--- src/rtl/hilo_muldiv_ctrl_if.sv ---
// Execute-stage <-> HI/LO controller bundle: request, MFHI/MFLO read strobe, flush and results.
interface hilo_muldiv_ctrl_if;
  logic        req_valid;
  logic [2:0]  req_op;
  logic [31:0] req_a;
  logic [31:0] req_b;
  logic        req_ready;
  logic        rd_valid;
  logic        stall;
  logic        flush;
  logic [31:0] hi;
  logic [31:0] lo;
  logic        done;

  modport master (
    output req_valid, req_op, req_a, req_b, rd_valid, flush,
    input  req_ready, stall, hi, lo, done
  );

  modport slave (
    input  req_valid, req_op, req_a, req_b, rd_valid, flush,
    output req_ready, stall, hi, lo, done
  );
endinterface

--- src/rtl/hilo_muldiv_ctrl.sv ---
// HI/LO register owner: multi-cycle multiply, 32-step restoring divide, MTHI/MTLO, flush abort.
// Optional macro HILO_FWD_EN: hi/lo bypass the value being written at the coming edge.
module hilo_muldiv_ctrl #(
  parameter int MUL_LAT = 2
) (
  input logic              clk,
  input logic              resetn,
  hilo_muldiv_ctrl_if.slave bus
);

  typedef enum logic [1:0] {S_IDLE, S_MUL, S_DIV} state_e;

  localparam logic [2:0] OP_MULT  = 3'd0;
  localparam logic [2:0] OP_MULTU = 3'd1;
  localparam logic [2:0] OP_DIV   = 3'd2;
  localparam logic [2:0] OP_DIVU  = 3'd3;
  localparam logic [2:0] OP_MTHI  = 3'd4;
  localparam logic [2:0] OP_MTLO  = 3'd5;

  localparam logic [4:0] MUL_LAST = 5'(MUL_LAT - 1);
  localparam logic [4:0] DIV_LAST = 5'd31;

  state_e      state_q, state_d;
  logic [4:0]  cnt_q, cnt_d;
  logic [31:0] hi_q, hi_d, lo_q, lo_d;
  logic        done_q;
  logic [31:0] opa_q, opa_d, opb_q, opb_d;
  logic        sgn_q, sgn_d;
  logic [31:0] rem_q, rem_d, quo_q, quo_d, dvs_q, dvs_d;
  logic        hi_we, lo_we, last_we;

  logic [63:0] mul_a_ext, mul_b_ext, product;
  logic [32:0] rem_shift;
  logic        rem_ge;
  logic [31:0] step_rem, step_quo, q_fix, r_fix;
  logic        neg_a, neg_b;

  // Datapath shared by the last multiply cycle and every divide iteration.
  always_comb begin
    mul_a_ext = sgn_q ? {{32{opa_q[31]}}, opa_q} : {32'b0, opa_q};
    mul_b_ext = sgn_q ? {{32{opb_q[31]}}, opb_q} : {32'b0, opb_q};
    product   = mul_a_ext * mul_b_ext;

    rem_shift = {rem_q, quo_q[31]};
    rem_ge    = rem_shift >= {1'b0, dvs_q};
    step_rem  = rem_ge ? 32'(rem_shift - {1'b0, dvs_q}) : rem_shift[31:0];
    step_quo  = {quo_q[30:0], rem_ge};

    neg_a = sgn_q & opa_q[31];
    neg_b = sgn_q & opb_q[31];
    q_fix = (neg_a ^ neg_b) ? -step_quo : step_quo;
    r_fix = neg_a ? -step_rem : step_rem;
  end

  always_comb begin
    // NOTE: every signal gets a default before the case so no path can infer a latch.
    state_d = state_q;
    cnt_d   = cnt_q;
    hi_d    = hi_q;
    lo_d    = lo_q;
    opa_d   = opa_q;
    opb_d   = opb_q;
    sgn_d   = sgn_q;
    rem_d   = rem_q;
    quo_d   = quo_q;
    dvs_d   = dvs_q;
    hi_we   = 1'b0;
    lo_we   = 1'b0;
    last_we = 1'b0;

    if (bus.flush) begin
      state_d = S_IDLE;
      cnt_d   = '0;
    end else begin
      unique case (state_q)
        S_IDLE: begin
          if (bus.req_valid) begin
            opa_d = bus.req_a;
            opb_d = bus.req_b;
            sgn_d = (bus.req_op == OP_MULT) || (bus.req_op == OP_DIV);
            cnt_d = '0;
            unique case (bus.req_op)
              OP_MULT, OP_MULTU: state_d = S_MUL;
              OP_DIV, OP_DIVU: begin
                state_d = S_DIV;
                rem_d   = '0;
                quo_d   = (sgn_d && bus.req_a[31]) ? -bus.req_a : bus.req_a;
                dvs_d   = (sgn_d && bus.req_b[31]) ? -bus.req_b : bus.req_b;
              end
              OP_MTHI: begin
                hi_d  = bus.req_a;
                hi_we = 1'b1;
              end
              OP_MTLO: begin
                lo_d  = bus.req_a;
                lo_we = 1'b1;
              end
              default: ;
            endcase
          end
        end
        S_MUL: begin
          if (cnt_q == MUL_LAST) begin
            {hi_d, lo_d} = product;
            hi_we   = 1'b1;
            lo_we   = 1'b1;
            last_we = 1'b1;
            state_d = S_IDLE;
            cnt_d   = '0;
          end else begin
            cnt_d = cnt_q + 5'd1;
          end
        end
        S_DIV: begin
          rem_d = step_rem;
          quo_d = step_quo;
          if (cnt_q == DIV_LAST) begin
            // A zero divisor returns the dividend untouched and an all-ones quotient.
            if (opb_q == 32'd0) begin
              hi_d = opa_q;
              lo_d = 32'hFFFF_FFFF;
            end else begin
              hi_d = r_fix;
              lo_d = q_fix;
            end
            hi_we   = 1'b1;
            lo_we   = 1'b1;
            last_we = 1'b1;
            state_d = S_IDLE;
            cnt_d   = '0;
          end else begin
            cnt_d = cnt_q + 5'd1;
          end
        end
        default: state_d = S_IDLE;
      endcase
    end
  end

  // NOTE: all flops, operands included, take the synchronous reset so nothing powers up X.
  always_ff @(posedge clk) begin
    if (!resetn) begin
      state_q <= S_IDLE;
      cnt_q   <= '0;
      hi_q    <= '0;
      lo_q    <= '0;
      done_q  <= 1'b0;
      opa_q   <= '0;
      opb_q   <= '0;
      sgn_q   <= 1'b0;
      rem_q   <= '0;
      quo_q   <= '0;
      dvs_q   <= '0;
    end else begin
      // NOTE: non-blocking so every flop samples the pre-edge value of its peers.
      state_q <= state_d;
      cnt_q   <= cnt_d;
      if (hi_we) hi_q <= hi_d;
      if (lo_we) lo_q <= lo_d;
      done_q  <= last_we;
      opa_q   <= opa_d;
      opb_q   <= opb_d;
      sgn_q   <= sgn_d;
      rem_q   <= rem_d;
      quo_q   <= quo_d;
      dvs_q   <= dvs_d;
    end
  end

  assign bus.req_ready = (state_q == S_IDLE);
  assign bus.done      = done_q;

`ifdef HILO_FWD_EN
  assign bus.hi    = hi_we ? hi_d : hi_q;
  assign bus.lo    = lo_we ? lo_d : lo_q;
  assign bus.stall = (bus.req_valid | bus.rd_valid) & ~bus.req_ready & ~last_we;
`else
  assign bus.hi    = hi_q;
  assign bus.lo    = lo_q;
  assign bus.stall = (bus.req_valid | bus.rd_valid) & ~bus.req_ready;
`endif

endmodule

--- src/flat_wrapper.sv ---
// flat-port wrapper written by rule: the top's interface ports become plain ports
module hilo_muldiv_ctrl_flat 
#(
  parameter int MUL_LAT = 2
)
  (clk, resetn, bus_req_valid, bus_req_op, bus_req_a, bus_req_b, bus_rd_valid, bus_flush, bus_req_ready, bus_stall, bus_hi, bus_lo, bus_done);
  hilo_muldiv_ctrl_if bus_i ();
  input logic clk;
  input logic resetn;
  input wire logic [$bits(bus_i.req_valid)-1:0] bus_req_valid;
  input wire logic [$bits(bus_i.req_op)-1:0] bus_req_op;
  input wire logic [$bits(bus_i.req_a)-1:0] bus_req_a;
  input wire logic [$bits(bus_i.req_b)-1:0] bus_req_b;
  input wire logic [$bits(bus_i.rd_valid)-1:0] bus_rd_valid;
  input wire logic [$bits(bus_i.flush)-1:0] bus_flush;
  output wire logic [$bits(bus_i.req_ready)-1:0] bus_req_ready;
  output wire logic [$bits(bus_i.stall)-1:0] bus_stall;
  output wire logic [$bits(bus_i.hi)-1:0] bus_hi;
  output wire logic [$bits(bus_i.lo)-1:0] bus_lo;
  output wire logic [$bits(bus_i.done)-1:0] bus_done;
  assign bus_i.req_valid = bus_req_valid;
  assign bus_i.req_op = bus_req_op;
  assign bus_i.req_a = bus_req_a;
  assign bus_i.req_b = bus_req_b;
  assign bus_i.rd_valid = bus_rd_valid;
  assign bus_i.flush = bus_flush;
  assign bus_req_ready = bus_i.req_ready;
  assign bus_stall = bus_i.stall;
  assign bus_hi = bus_i.hi;
  assign bus_lo = bus_i.lo;
  assign bus_done = bus_i.done;
  hilo_muldiv_ctrl #(.MUL_LAT(MUL_LAT)) u_core (.clk(clk), .resetn(resetn), .bus(bus_i));
endmodule
--- config.mk ---
export PLATFORM = sky130hd
export DESIGN_NAME = hilo_muldiv_ctrl_flat
export DESIGN_NICKNAME = d
export VERILOG_FILES = /design/src/rtl/hilo_muldiv_ctrl_if.sv /design/src/rtl/hilo_muldiv_ctrl.sv /design/src/flat_wrapper.sv
export SDC_FILE = /design/constraint.sdc
export NUM_CORES = 2
export LEC_CHECK = 0
export ABC_AREA = 1
export BUFFER_PORTS_ARGS = -buffer_cell sky130_fd_sc_hd__buf_4
export CAP_MARGIN = 20
export CORE_MARGIN = 8
export CORE_UTILIZATION = 44
export DETAILED_ROUTE_END_ITERATION = 10
export GPL_TIMING_DRIVEN = 0
export PLACE_DENSITY = 0.7
export SYNTH_ARGS = -nofsm -noshare
export SYNTH_HDL_FRONTEND = slang
export SYNTH_SLANG_ARGS = --single-unit
--- constraint.sdc ---
create_clock -name clk -period 17.6 [get_ports clk]
set_clock_uncertainty 0.15 [all_clocks]
set_input_delay 0 -clock clk [delete_from_list [all_inputs] [get_ports clk]]
set_output_delay 0 -clock clk [all_outputs]
set_load 0.03 [all_outputs]
=== After elaboration in Yosys (flattened, before gate mapping) ===
Cells that the tools add are included.

* $lt $le $gt $ge: 1
* Bitwise logic cells: 8
* Eq/ne operators: 16
* Mux-type cells: 45
* $mul: 1
* Add/subtract/negate cells: 6
* Reduce and logical (&&, ||, !) cells: 18

{| class="wikitable"
|+ Operator list
! kind !! count
|-
| $mux 32 || 19
|-
| $pmux 32 s3 || 2
|-
| $mux 64 || 2
|-
| $neg 32->32 || 4
|-
| $pmux 32 s2 || 2
|-
| $mul 64x64->64 || 1
|-
| $ge 33x32->1 || 1
|-
| $logic_not 32->1 || 1
|-
| $sub 32x32->32 || 1
|-
| $mux 5 || 3
|-
| $pmux 5 s3 || 1
|-
| $reduce_and 7->1 || 2
|-
| $reduce_and 4->1 || 3
|-
| $mux 1 || 8
|-
| $ne 2x2->1 const B || 4
|-
| $eq 3x2->1 const B || 2
|-
| $eq 3x3->1 const B || 2
|-
| $mux 2 || 3
|-
| $pmux 1 s3 || 2
|-
| $pmux 2 s3 || 1
|-
| $reduce_or 2->1 || 3
|-
| $add 5x1->5 const B || 1
|-
| $eq 5x1->1 const B || 1
|-
| $eq 5x5->1 const B || 1
|-
| other kinds (19) || 25
|}

* Word-level logic and storage cells: 106
* Output and inout bits: 67
* Bits in registers: 233
* Input bits: 72

=== Logic depth before layout (Yosys ltp) ===
* Depth in word-level cells: 7
* Depth in mapped cells: 42
* Gate-level depth less buffers: 41

=== Worst setup path before layout ===
OpenSTA, ideal clock, no wires.

* Path kind: reg2reg
* From: register u_core.opa_q[31]
* To: register u_core.hi_q[30], in the netlist u_core.bus.hi[30]
* Stages on the path, launching flop included: 38
* Setup slack: 8.277 ns
* Period minus slack after synthesis: 9.323 ns
* Data required time: 17.330 ns
* Path buffers: 3
* Arrival time: 9.054 ns
* Setup time: 0.120 ns
* Path through: dfxtp_1 > clkbuf_1 > nand2_1 > inv_2 > buf_1 > clkbuf_1 > nand2_1 > fa_1 > inv_1 > fa_1 > fa_1 > inv_1 > fa_1 > inv_1 > fa_1 > fa_1 > fa_1 > fa_1 > (+2 left out) > fa_1 > inv_1 > ha_1 > a21oi_1 > inv_1 > a21oi_1 > inv_1 > a21oi_1 > nor3_1 > nor3_1 > o211ai_1 > nand2_1 > o2111ai_1 > or2_2 > nand3_1 > nand2_1 > nand2_1 > a21oi_1

* Longest elaborated chain between the ends: 5
* Elaborated cells between the ends (all ways): 8
* Classes of those cells: 1 x mul; 6 x mux; 1 x bitwise

{| class="wikitable"
|+ RTL lines
! item !! RTL line !! RTL
|-
| start, declared || hilo_muldiv_ctrl.sv:27 || <nowiki>logic [31:0] opa_q, opa_d, opb_q, opb_d;</nowiki>
|-
| start signal, assigned || hilo_muldiv_ctrl.sv:161 || <nowiki>opa_q <= opa_d;</nowiki>
|-
| parallel branches: the longest is 4 deep, another holds $mul 64x64->64 || - ||
|-
| $pmux 32 s3 (*) || hilo_muldiv_ctrl.sv:75 || <nowiki>unique case (state_q)</nowiki>
|-
| end signal, assigned || hilo_muldiv_ctrl.sv:158 || <nowiki>if (hi_we) hi_q <= hi_d;</nowiki>
|-
| end, declared || hilo_muldiv_ctrl.sv:25 || <nowiki>logic [31:0] hi_q, hi_d, lo_q, lo_d;</nowiki>
|}

Mark *: on every way between the ends. The select of a mux whose other input is x is not followed.
A chain may end at the register's enable or synchronous reset.

=== Final worst setup path ===
Same ends and word-level chain as after synthesis.

==> results.py <==
metrics = {
    "status": {
        "outcome": "complete, no violations",
    },
    "layout": {
        "finalNetCount": 10780,
        "area_growth_pct": 9.215,
        "design_area_sq_um": 71330,
        "final_util": 0.4836,
        "drive_above_1_share": 0.04018,
    },
    "detailed_routing": {
        "vias_per_cell": 5.433,
        "first_pass_iters": 8,
        "drc": 0,
        "routed_wl_mm": 287.0,
        "dr_total_vias": 59200,
        "highest_layer": "met5",
        "wl_met1_mm": 110.6,
        "first_iter_violations": 6632,
        "wire_per_inst_um": 26.34,
        "wl_met2_mm": 124.3,
        "wl_met3_mm": 31.22,
        "drtAntennaViolNets": 0,
    },
    "timing": {
        "fmax_mhz": 73.70,
        "post-route-min-period_ns": 13.57,
        "hold_viol": 0,
        "finalSetupTns_ns": 0,
        "slew_headroom": 0.1168,
        "hold_ws_ns": 0.07575,
        "tightest_slew_ns": 1.325,
        "fin_crit_sh": 0.7710,
        "finalSetupViolCount": 0,
        "slew_viol_final": 0,
        "rsz0062_at_grt": "false",
    },
    "global_routing": {
        "antenna_found_initial": 15,
        "grt_pass1_wl_mm": 415.5,
        "grt.overflow.total": 0,
        "grt_pass1_vias": 61170,
        "grt_use_total": 0.3523,
        "grt_max_degree": 23,
    },
    "logic_synthesis": {
        "avgSynthCellArea_sq_um": 7.562,
        "synthTopCellsByCount": "inv_1, nand2_1, fa_1",
        "yosysTopAreaCell": "fa_1",
        "synthArstFlopShare": 0,
        "ys_top_cells_by_area": "fa_1, inv_1, nand2_1, dfxtp_1, ha_1",
        "ys_ff_latch": 233,
        "synth_edf_count": 0,
        "yosysSeqAreaShare": 0.07142,
        "synth_warnings": 0,
        "yosysMostFrequentCell": "inv_1",
        "syn_inst": 8637,
        "syn-num-nets": 10480,
        "syn_area_sq_um": 65310,
        "synth_cell_types": 59,
        "synthFlopType": "dfxtp_1",
        "synth_top_area_frac": 0.4353,
    },
    "power_and_ir_drop": {
        "p_total_mw": 3.879,
        "peakVddDrop_v": 0.00007943,
        "power_density_nw_per_um2": 54.38,
        "p_leak_nw": 40.57,
    },
    "die": {
        "coreArea_sq_um": 147500,
        "die_area_sq_um": 161000,
        "die_x_um": 401.3,
        "ios": 139,
        "num_rows": 141,
        "die_y_um": 401.3,
        "initial_utilization": 0.4428,
    },
    "cts": {
        "clk_pin_slew_ns": 0.06,
        "cts_made_buffers": 27,
        "cts-resized-gates": 0,
        "clk-insertion-delay-late_ns": 0.59,
        "htree_levels": 1,
        "cts_buffer_depth": 3,
        "cts.sinks": 233,
        "cts_root_buffer": "clkbuf_16",
        "cts_tree": "yes",
    },
    "flow_run": {
        "cap_violations": 0,
    },
    "setup_path": {
        "reg2reg_slack_ns": 4.03,
        "crit_type": "flop to flop",
        "crit_path_end_kind": "flop",
        "cp.required_ns": 17.93,
        "crit_family": "adder cells",
        "critPathLaunchType": "flop",
        "slowest_stage": "fa_1",
        "crit_arrival_ns": 13.90,
        "worst-path-buf-inv": 12,
        "slowest_delay_ns": 0.96,
        "crit_top_cell": "fa_1",
        "cp_max_fo": 10,
    },
    "placed_design": {
        "io_buffers": 137,
        "place.gp.congestion": 1.060,
        "dpl_cell_area_sq_um": 69350,
        "dpl.hpwl_mm": 246.9,
    },
    "min_path": {
        "hp-class": "primary input to flop",
    },
}
[cells by family after synthesis]
family / Yosys count / share of synthesized area
fa+ha+maj: 1771 / 0.5025
simple gates: 2682 / 0.1670
compound gates: 903 / 0.07399
flops: 233 / 0.07142
xor+xnor: 119 / 0.01596
buf+inv: 2929 / 0.1691
[final timing paths]
| kind | cells past startpoint | to | startpoint |
|---|---|---|---|
| min | 3 | u_core.bus.done | bus_flush |
| max | 38 | u_core.bus.hi[30] | u_core.opa_q[31] |
| max reg2reg | 38 | u_core.bus.hi[30] | u_core.opa_q[31] |
| min reg2reg | 2 | u_core.cnt_q[1] | u_core.cnt_q[1] |
[registers in the layout, summed over array words and instances (netlist names)]
register and flops:
u_core.bus.hi 32, u_core.bus.lo 32, u_core.dvs_q 32, u_core.opa_q 32
u_core.opb_q 32, u_core.quo_q 32, u_core.rem_q 32, u_core.cnt_q 5
u_core.state_q 2, u_core.bus.done 1, u_core.sgn_q 1
[worst register-to-register path, delay by kind of cell (launching register included)]
kind	cells	cell delay (ns)
fa+ha+maj	11	6.44
buf+inv	12	3.42
flops	1	0.31
compound gates	6	1.26
simple gates	9	1.90
[metal layers]
metal | vias up | GRT usage
li1 | 25500 | -
met1 | 29460 | 0.4585
met2 | 3447 | 0.5423
met3 | 783 | 0.08108
met4 | 8 | 0.1981
met5 | - | 0
[where the power goes]
part           internal (mW)  total [mW]  switching (mW)
Clock                  0.343       0.600           0.257
Combinational          0.813        2.71            1.90
Sequential             0.550       0.565          0.0155
[per-stage QoR]
stage,setup slack (ns),instances
after floorplan,8.277,8637
after global placement,4.357,10700
after detailed placement,4.321,10740
after CTS,4.256,10880
after global routing,3.817,10890
final,4.031,10900
[area by class of cell]
| class | instances | area (sq um) |
|---|---|---|
| Antenna cell | 7 | 17.52 |
| Buffer | 392 | 1528 |
| Clock buffer | 39 | 750.7 |
| Clock inverter | 11 | 152.6 |
| Fill cell | 14730 | 76160 |
| Inverter | 2537 | 9523 |
| Multi-Input combinational cell | 5475 | 49610 |
| Sequential cell | 233 | 4664 |
| Tap cell | 1930 | 2415 |
| Timing Repair Buffer | 273 | 2669 |
[what timing repair did]
item / in CTS / in global routing
hold endpoints to repair: 201 / 0
setup buffers: 0 / 0
hold buffers: 85 / 0
[cells in the final DEF (no fill, tap or decap), drive strengths merged, types with 6 or more instances in the layout]
master       instances
o221ai              20
a21oi              442
o21bai               6
clkinv              12
xor2                85
a31oi               35
o21ai              341
nand3b              35
o22ai               10
o211ai              14
or2                 32
dfxtp              233
nor4                22
nand4               41
clkbuf             400
nor2               448
nand3              157
ha                 351
fa                1420
xnor2               34
inv               2533
diode                7
nor3                39
buf                218
nand2             1902
dlygate4sd3         85
a21o                 6
(Power assumes the default switching activity.)
